==> src/rtl/seq_divider_if.sv <==
// Operand/result handshake bundle for seq_divider.
interface seq_divider_if #(
  parameter int unsigned WIDTH = 16
);
  logic             start;
  logic [WIDTH-1:0] dividend;
  logic [WIDTH-1:0] divisor;
  logic             ready;
  logic             busy;
  logic             done;
  logic             error;
  logic [WIDTH-1:0] quotient;
  logic [WIDTH-1:0] remainder;

  modport master (
    output start, dividend, divisor,
    input  ready, busy, done, error, quotient, remainder
  );

  modport slave (
    input  start, dividend, divisor,
    output ready, busy, done, error, quotient, remainder
  );
endinterface

==> src/rtl/seq_divider.sv <==
// Sequential restoring long divider: one quotient bit per cycle, optional
// two's-complement truncating mode, divide-by-zero reported via error.
module seq_divider #(
  parameter int unsigned WIDTH  = 16,
  parameter bit          SIGNED = 1'b0
) (
  input  logic        clk,
  input  logic        reset,
  seq_divider_if.slave bus
);

  localparam int unsigned CW = $clog2(WIDTH + 1);

  typedef enum logic [2:0] {IDLE, RUN, FIX, DONE, ERR} state_t;

  state_t           state;
  state_t           next_state;
  logic [WIDTH-1:0] dvnd;
  logic [WIDTH-1:0] rem;
  logic [WIDTH-1:0] dvs;
  logic [CW-1:0]    count;
  logic             neg_q;
  logic             neg_r;

  logic             sign_a;
  logic             sign_b;
  logic [WIDTH-1:0] mag_a;
  logic [WIDTH-1:0] mag_b;
  logic [WIDTH:0]   shifted;
  logic [WIDTH:0]   diff;

  // Operand magnitudes; |-2^(WIDTH-1)| still fits in WIDTH unsigned bits.
  always_comb begin
    sign_a  = SIGNED && bus.dividend[WIDTH-1];
    sign_b  = SIGNED && bus.divisor[WIDTH-1];
    mag_a   = sign_a ? WIDTH'(-bus.dividend) : bus.dividend;
    mag_b   = sign_b ? WIDTH'(-bus.divisor)  : bus.divisor;
    shifted = {rem, dvnd[WIDTH-1]};
    diff    = shifted - {1'b0, dvs};
  end

  always_ff @(posedge clk) begin
    if (reset) state <= IDLE;
    else       state <= next_state;
  end

  always_comb begin
    next_state = state;
    case (state)
      IDLE: if (bus.start) next_state = (bus.divisor == '0) ? ERR : RUN;
      RUN:  if (count == CW'(1)) next_state = FIX;
      FIX:  next_state = DONE;
      DONE: next_state = IDLE;
      ERR:  next_state = IDLE;
      default: next_state = IDLE;
    endcase
  end

  // Datapath and registered status outputs (decoded from the next state).
  always_ff @(posedge clk) begin
    if (reset) begin
      dvnd          <= '0;
      rem           <= '0;
      dvs           <= '0;
      count         <= '0;
      neg_q         <= 1'b0;
      neg_r         <= 1'b0;
      bus.ready     <= 1'b1;
      bus.busy      <= 1'b0;
      bus.done      <= 1'b0;
      bus.error     <= 1'b0;
      bus.quotient  <= '0;
      bus.remainder <= '0;
    end else begin
      bus.ready <= (next_state == IDLE);
      bus.busy  <= (next_state == RUN) || (next_state == FIX);
      bus.done  <= (next_state == DONE) || (next_state == ERR);
      bus.error <= (next_state == ERR);
      case (state)
        IDLE: begin
          if (bus.start) begin
            dvnd  <= mag_a;
            dvs   <= mag_b;
            rem   <= '0;
            count <= CW'(WIDTH);
            neg_q <= sign_a ^ sign_b;
            neg_r <= sign_a;
            if (bus.divisor == '0) begin
              bus.quotient  <= '1;
              bus.remainder <= bus.dividend;
            end
          end
        end
        RUN: begin
          count <= count - CW'(1);
          dvnd  <= {dvnd[WIDTH-2:0], ~diff[WIDTH]};
          rem   <= diff[WIDTH] ? shifted[WIDTH-1:0] : diff[WIDTH-1:0];
        end
        FIX: begin
          bus.quotient  <= neg_q ? WIDTH'(-dvnd) : dvnd;
          bus.remainder <= neg_r ? WIDTH'(-rem)  : rem;
        end
        default: ;
      endcase
    end
  end

endmodule

==> src/flat_wrapper.sv <==
// flat-port wrapper written by rule: the top's interface ports become plain ports
module seq_divider_flat 
#(
  parameter int unsigned WIDTH  = 16,
  parameter bit          SIGNED = 1'b0
)
  (clk, reset, bus_start, bus_dividend, bus_divisor, bus_ready, bus_busy, bus_done, bus_error, bus_quotient, bus_remainder);
  seq_divider_if #(.WIDTH(WIDTH)) bus_i ();
  input  logic clk;
  input  logic reset;
  input wire logic [$bits(bus_i.start)-1:0] bus_start;
  input wire logic [$bits(bus_i.dividend)-1:0] bus_dividend;
  input wire logic [$bits(bus_i.divisor)-1:0] bus_divisor;
  output wire logic [$bits(bus_i.ready)-1:0] bus_ready;
  output wire logic [$bits(bus_i.busy)-1:0] bus_busy;
  output wire logic [$bits(bus_i.done)-1:0] bus_done;
  output wire logic [$bits(bus_i.error)-1:0] bus_error;
  output wire logic [$bits(bus_i.quotient)-1:0] bus_quotient;
  output wire logic [$bits(bus_i.remainder)-1:0] bus_remainder;
  assign bus_i.start = bus_start;
  assign bus_i.dividend = bus_dividend;
  assign bus_i.divisor = bus_divisor;
  assign bus_ready = bus_i.ready;
  assign bus_busy = bus_i.busy;
  assign bus_done = bus_i.done;
  assign bus_error = bus_i.error;
  assign bus_quotient = bus_i.quotient;
  assign bus_remainder = bus_i.remainder;
  seq_divider #(.WIDTH(WIDTH), .SIGNED(SIGNED)) u_core (.clk(clk), .reset(reset), .bus(bus_i));
endmodule
==> config.mk <==
export PLATFORM = sky130hd
export DESIGN_NAME = seq_divider_flat
export DESIGN_NICKNAME = d
export VERILOG_FILES = /design/src/rtl/seq_divider_if.sv /design/src/rtl/seq_divider.sv /design/src/flat_wrapper.sv
export SDC_FILE = /design/constraint.sdc
export NUM_CORES = 1
export LEC_CHECK = 0
export BUFFER_PORTS_ARGS = -buffer_cell sky130_fd_sc_hd__buf_2
export CAP_MARGIN = 25
export CORE_UTILIZATION = 45
export DETAILED_ROUTE_END_ITERATION = 7
export GPL_TIMING_DRIVEN = 0
export PLACE_DENSITY = 0.67
export SYNTH_ARGS = -nofsm -noshare
export SYNTH_HDL_FRONTEND = slang
export SYNTH_SLANG_ARGS = --single-unit
==> constraint.sdc <==
create_clock -name clk -period 3.8 [get_ports clk]
set_input_delay 0.57 -clock clk [delete_from_list [all_inputs] [get_ports clk]]
set_output_delay 0.57 -clock clk [all_outputs]
set_load 0.01 [all_outputs]
==> key figures, run 1 <==
Outcome
  – Status: completed

Logic synthesis
  – Syn nets: 604
  – EDFF count, synth: 0
  – Count of state elements after synthesis: 92
  – Warnings from Yosys: 0
  – Ys async rst share: 0
  – Netlist Area Pre-Place: 4530 um^2
  – Yosys top cell by area: dfxtp_1
  – Mean Syn Cell Area: 8.24 um^2
  – Primary FF master, synth: dfxtp_1
  – Synth unique cells: 56
  – Cells after Synth: 550
  – Sequential share of the synthesized area: 0.406
  – Top post-synthesis cells by area: dfxtp_1, nor2_1, nor3_1, ha_1, nand2_1
  – Share of the synthesized area in the top cell type: 0.406

Clock network
  – Worst-Skew Late Latency: 360 ps
  – Setup Buffers After CTS: 0
  – Clock Sinks: 92
  – CTS tree: built
  – Root Driver: clkbuf_8
  – TritonCTS Buffers: 9
  – Reg clk slew, reported paths: 90 ps
  – Hold Buf Count CTS: 0
  – CTS-repair resized insts: 0
  – Max Buffers Root-to-Sink: 2
  – H-tree Lvls: 3

Routing
  – 1st-iter DRT viols: 192
  – WL final: 12300 um
  – DRT Pass-1 Iters: 4
  – Routed wire per std cell: 16.0 um
  – DR DRC count: 0
  – Vias per cell: 5.52
  – Antenna Nets Post-Route: 0
  – Vias: 4243

Placement
  – Placed cell count: 752
  – Dpl hpwl: 9700 um
  – Input/output buffers: 69
  – Post-place instance area: 5050 um^2
  – GP Congestion: 0.862

Global route
  – First-pass GRT wire length: 20200 um
  – Vias in the first global route: 4058
  – Global Route Usage Sum: 0.253
  – Largest net degree at the start of global routing: 16
  – GR Overflow Total: 0
  – Initial antenna violation count: 0

Timing
  – Clock Skew: 6.24 ps
  – Setup tns final: 0 ps
  – RSZ-0062 raised after global routing: false
  – Max frequency: 335 MHz
  – Pin slew with the least headroom to its limit: 835 ps
  – Final setup violation count: 0
  – Worst hold slack: 451 ps
  – Post-route minimum period: 2990 ps
  – Final hold violation count: 0
  – Period utilization: 0.786
  – Relative slew margins: 0.437
  – Count of pins over their slew limit: 0

Final layout
  – Fraction of layout cells with a size suffix above 1: 0.162
  – Layout Nets: 684
  – Final core utilization: 0.538
  – Final cell count without fillers: 768
  – Finished Cell Area: 5260 um^2
  – N_diodes: 0
  – Area Overhead vs Synth: 16.1%
  – FILL cells: 957

Power
  – Power Dens Cells: 783 nW/um^2
  – Leak: 2.18 nW
  – Max VDD drop: 578 uV

Worst setup path
  – CP required: 4080 ps
  – Critical path type: reg -> reg
  – CP endpoint kind: register
  – Arrival time at the worst endpoint: 3260 ps
  – Crit path max fanout: 6
  – Startpoint Class: register

Floorplanning
  – Core Footprint: 9770 um^2
  – Die area: 10500 um^2
  – # IOs: 71
  – Starting Density: 0.464
  – Row cnt: 36
  – Die X-Extent: 102 um
  – Die Span Y: 102 um

Job
  – Max Cap Viol: 0

Hold path
  – Hold WC Path Type: in -> reg
layout make-up:
class | instances | area (um^2) | area share
Buffer | 38 | 163 | 0.0309
Sequential cell | 92 | 1840 | 0.350
Multi-Input combinational cell | 400 | 2450 | 0.466
Inverter | 20 | 75.1 | 0.0143
Clock buffer | 10 | 128 | 0.0243
Tap cell | 133 | 166 | 0.0316
Clock inverter | 6 | 88.8 | 0.0169
Timing Repair Buffer | 69 | 345 | 0.0656
layout by cell type, fill, tap and decap left out, types with 3 or more instances in the layout:
cell type / instances
dfxtp_1: 92
mux2i_1: 17
nor4_1: 8
clkbuf_1: 30
o21ai_0: 11
nand4_1: 3
xor2_1: 5
o22ai_1: 15
a211oi_1: 19
o21a_1: 5
buf_2: 73
nand2b_1: 4
a21oi_1: 33
inv_1: 20
ha_1: 18
a21o_1: 6
xnor2_1: 8
nor2_1: 65
a32oi_1: 6
nor3_1: 48
o211ai_1: 3
nand2_1: 56
clkbuf_8: 9
nand3_1: 33
registers in the layout, summed over array words and instances (netlist names):
register and flops:
u_core.bus.ready 1, u_core.bus.busy 1, u_core.state 3, u_core.dvnd 16, u_core.bus.quotient 16, u_core.bus.error 1
u_core.bus.done 1, u_core.rem 16, u_core.dvs 16, u_core.count 5, u_core.bus.remainder 16
cells by family after synthesis:
family          Yosys count  synth area share
simple gates            232             0.235
compound gates          117             0.183
flops                    92             0.406
buf+inv                  58            0.0524
fa+ha+maj                19            0.0541
mux                      17            0.0375
xor+xnor                 15            0.0323
critical path, stage by stage, from the launching register on:
cell	delay [ps]
dfxtp_1	330
inv_1	140
ha_1	220
inv_1	60
fa_1	410
a21oi_2	270
o2111ai_4	200
a41oi_4	330
o21ai_4	100
xor2_2	350
o21ai_0	250
o21ai_0	240
routing by layer:
metal,wire length [um],share of wire,track usage,vias up
met4,274,0.022,0.0868,0
met3,390,0.032,0.0417,18
met5,0,0,0,-
met2,6020,0.49,0.439,91
met1,5600,0.46,0.316,2012
li1,-,-,-,2122
final timing paths:
kind	slack, ps	depth (start not counted)	end	from
hold reg to reg	460	2	u_core.dvs[7]	u_core.dvs[7]
setup reg to reg	810	11	u_core.rem[13]	u_core.dvnd[15]
hold / removal	450	3	u_core.dvs[6]	bus_divisor[6]
setup / recovery	810	11	u_core.rem[13]	u_core.dvnd[15]
power breakdown:
part	leakage, nW	internal [mW]	switching (mW)	total, mW
Combinational	1.33	0.891	1.29	2.18
Clock	0.102	0.371	0.348	0.718
Sequential	0.750	1.08	0.137	1.22
Yosys cell counts (all sizes together), types with 2 or more instances:
cell    instances
nand3b          2
a211oi         19
o211ai          3
ha             18
nand2b          4
nor3           48
xnor2           9
nor4            8
nand4           3
o22ai          15
dfxtp          92
inv            20
o21ai          12
o21a            5
xor2            6
a211o           2
a21oi          35
nand3          34
clkbuf         29
nor3b           2
nor2b           2
mux2i          17
a32oi           6
nor4b           2
buf             9
a41oi           2
and2            2
nand2          56
a21o            6
nor2           67
per-stage QoR:
stage                     worst slack (ps)  power (mW)
after floorplan                       1360        2.91
after global placement                 945        3.37
after detailed placement               839        3.40
after CTS                              803        4.11
after global routing                   620        4.43
final                                  814        4.12
Power figures use the tool's default switching activity.
==> run 2, diff against run 1 <==
Settings changed: ABC_AREA set to 1, PLACE_DENSITY 0.67 to 0.66.
Clock period 3.8 ns to 2.85 ns, I/O delays scaled along.
==> key figures, run 2 <==
Outcome
  – Status: completed

Logic synthesis
  – Yosys top cell by area: dfxtp_1
  – Netlist Area Pre-Place: 4880 um^2 (+7.6%)
  – Cells after Synth: 679 (+23%)
  – Mean Syn Cell Area: 7.19 um^2 (-13%)
  – EDFF count, synth: 0 (unchanged)
  – Most common cell in the netlist: nand2_1
  – Count of state elements after synthesis: 92 (unchanged)
  – Ys async rst share: 0 (unchanged)
  – Primary FF master, synth: dfxtp_1
  – Warnings from Yosys: 0 (unchanged)
  – Post-synth top cells: nand2_1, inv_1, dfxtp_1, a21oi_1, o21ai_0
  – Top post-synthesis cells by area: dfxtp_1, nand2_1, inv_1, o221ai_1, a21oi_1
  – Sequential share of the synthesized area: 0.377 (-0.0288)
  – Synth unique cells: 34 (-39%)
  – Share of the synthesized area in the top cell type: 0.377 (-0.0288)
  – Syn nets: 733 (+21%)

Final layout
  – Layout Nets: 813 (+19%)
  – Finished Cell Area: 5620 um^2 (+6.7%)
  – Fraction of layout cells with a size suffix above 1: 0.197 (+0.0344)
  – Most frequent cells in the layout: nand2_1, inv_1, dfxtp_1
  – Most common cell after layout, fill and taps aside: nand2_1
  – Final core utilization: 0.539 (+0.000817)
  – N_diodes: 0 (unchanged)
  – Area Overhead vs Synth: 15.1%

Hold path
  – Hold WC Path Type: in -> reg
  – Worst Hold Path Cells: 3 (unchanged)
  – Hold path start: bus_divisor[0]

Placement
  – Input/output buffers: 69 (unchanged)
  – GP Congestion: 0.872 (+1.2%)
  – Dpl ws: 418 ps (-420 ps)
  – Dpl hpwl: 10600 um (+9.6%)
  – Post-place instance area: 5400 um^2 (+6.9%)

Power
  – P_int: 2.55 mW (+8.5%)
  – Power Dens Cells: 770 nW/um^2 (-1.7%)
  – Psw: 1.78 mW (+0.25%)
  – Leak: 2.75 nW (+26%)
  – Sequential Power Share: 0.352 (+0.055)
  – Max VDD drop: 385 uV (-33%)
  – Combinational power share: 0.414 (-0.115)
  – Clock power share: 0.234 (+0.060)
  – Sw Ratio: 0.411 (-0.0193)

Timing
  – Worst hold slack: 329 ps (-123 ps)
  – Final hold violation count: 0 (unchanged)
  – Pin slew with the least headroom to its limit: 650 ps (-186 ps)
  – Clock Skew: 14.1 ps (+7.87 ps)
  – Max frequency: 424 MHz (+27%)
  – Final setup violation count: 0 (unchanged)
  – RSZ-0062 raised after global routing: false
  – Period utilization: 0.827 (+0.0410)
  – Setup tns final: 0 ps (unchanged)
  – Final Worst Setup Slack: 494 ps (-320 ps)
  – Post-route minimum period: 2360 ps (-630 ps)
  – Relative slew margins: 0.567 (+0.130)
  – Count of pins over their slew limit: 0 (unchanged)

Clock network
  – Setup Buffers After CTS: 0 (unchanged)
  – Reg clk slew, reported paths: 90 ps (about the same)
  – Clock Sinks: 92 (unchanged)
  – Hold Buf Count CTS: 0 (unchanged)
  – CTS-repair resized insts: 0 (unchanged)
  – TritonCTS Buffers: 9 (unchanged)
  – Max Buffers Root-to-Sink: 2 (unchanged)
  – CTS tree: built
  – H-tree Lvls: 3 (unchanged)
  – Root Driver: clkbuf_8
  – Worst-Skew Late Latency: 370 ps (about the same)

Global route
  – First-pass GRT wire length: 21900 um (+8.7%)
  – Vias in the first global route: 4481 (+10%)
  – Global Route Usage Sum: 0.251 (-0.00144)
  – Largest net degree at the start of global routing: 17 (+1)
  – Initial antenna violation count: 0 (unchanged)
  – GR Overflow Total: 0 (unchanged)

Routing
  – Vias per cell: 5.22 (-5.6%)
  – DR DRC count: 0 (unchanged)
  – DRT Pass-1 Iters: 5 (+1)
  – Routed wire per std cell: 15.1 um (-5.3%)
  – WL final: 13600 um (+11%)
  – Vias: 4689 (+11%)
  – 1st-iter DRT viols: 225 (+17%)
  – Antenna Nets Post-Route: 0 (unchanged)

Floorplanning
  – Die X-Extent: 106 um (+3.7%)
  – Core Footprint: 10400 um^2 (+6.6%)
  – Die area: 11300 um^2 (+7.5%)
  – Row cnt: 37 (+2.8%)
  – Die Span Y: 106 um (+3.7%)
  – Starting Density: 0.469 (+0.00469)
  – # IOs: 71 (unchanged)

Worst setup path
  – Arrival time at the worst endpoint: 2590 ps (-670 ps)
  – Startpoint Class: register
  – CP endpoint kind: register
  – CP required: 3080 ps (-1000 ps)
  – Reg2reg path depth: 15 (+4)
  – Critical path type: reg -> reg
  – Critical Path Source: u_core.dvnd[15]
  – Worst r2r src: u_core.dvnd[15]
  – Crit path max fanout: 10 (+4)

Job
  – Max Cap Viol: 0 (unchanged)
## run 2: cell types whose count changed in the layout (fill, tap and decap cells not counted), moves of 14 or more
| cell | delta |
|---|---|
| nor3_1 | -44 |
| nand2_1 | +119 |
| mux2i_1 | -17 |
| o22ai_1 | -14 |
| nor2_1 | -42 |
| o221ai_1 | +29 |
| a31oi_1 | +17 |
| inv_1 | +90 |
| a211oi_1 | -17 |
| a21oi_1 | +17 |
| nand2_2 | +20 |
| o21ai_0 | +24 |
## run 2: logic make-up (layout without fill, tap and decap cells)
kind of cell,Yosys count,after routing,synth area share
fa+ha+maj,19,19,0.0502
flops,92,92,0.377
buf+inv,147,231,0.124
xor+xnor,7,7,0.0126
compound gates,149,149,0.191
simple gates,265,265,0.245
## run 2: routing by layer
layer	track usage	up-vias	routed length, um
li1	-	2358	-
met1	0.341	2174	6510
met2	0.404	129	6140
met3	0.0337	28	644
met4	0.0982	0	306
met5	0	-	0
## run 2: power by group through the flow
stage / logic (mW) / clock network [mW] / registers [mW]
6_report: 1.79 / 1.01 / 1.52
5_1_grt: 2.03 / 1.07 / 1.53
4_1_cts: 1.79 / 1.02 / 1.52
3_5_place_dp: 1.78 / 0 / 1.55
3_3_place_gp: 1.75 / 0 / 1.55
2_1_floorplan: 1.40 / 0 / 1.52
## run 2: area by class of cell
type                    instances  area [um^2]
clock inverters                 6         96.3
multi-input cells             440         2440
repair buffers                 69          345
plain buffers                  33          175
well taps                     136          170
clock buffers                   9          124
inverters                     114          428
flip-flops and latches         92         1840
fillers                      1046         4800
## run 2: worst max-delay path: stages, from the launching register on
cell and delay (ps):
dfxtp_1 340, inv_1 90, ha_1 160, inv_1 80, fa_1 410, nand2_1 90, nand2_2 80, nand3_2 90
nand2_2 100, nand2_2 100, nand3_1 130, nand2_4 150, buf_8 170, nand3_2 80, nand2_1 100, a21oi_2 50
## run 2: final timing paths
check	end	slack (ps)
max	u_core.rem[11]	490
min	u_core.dvs[0]	330
max reg2reg	u_core.rem[11]	490
min reg2reg	u_core.dvnd[10]	470
## run 2: metrics by stage
stage	power (mW)	cells
2_1_floorplan	2.92	679
3_3_place_gp	3.29	884
3_5_place_dp	3.33	884
4_1_cts	4.33	899
5_1_grt	4.63	899
6_report	4.32	899
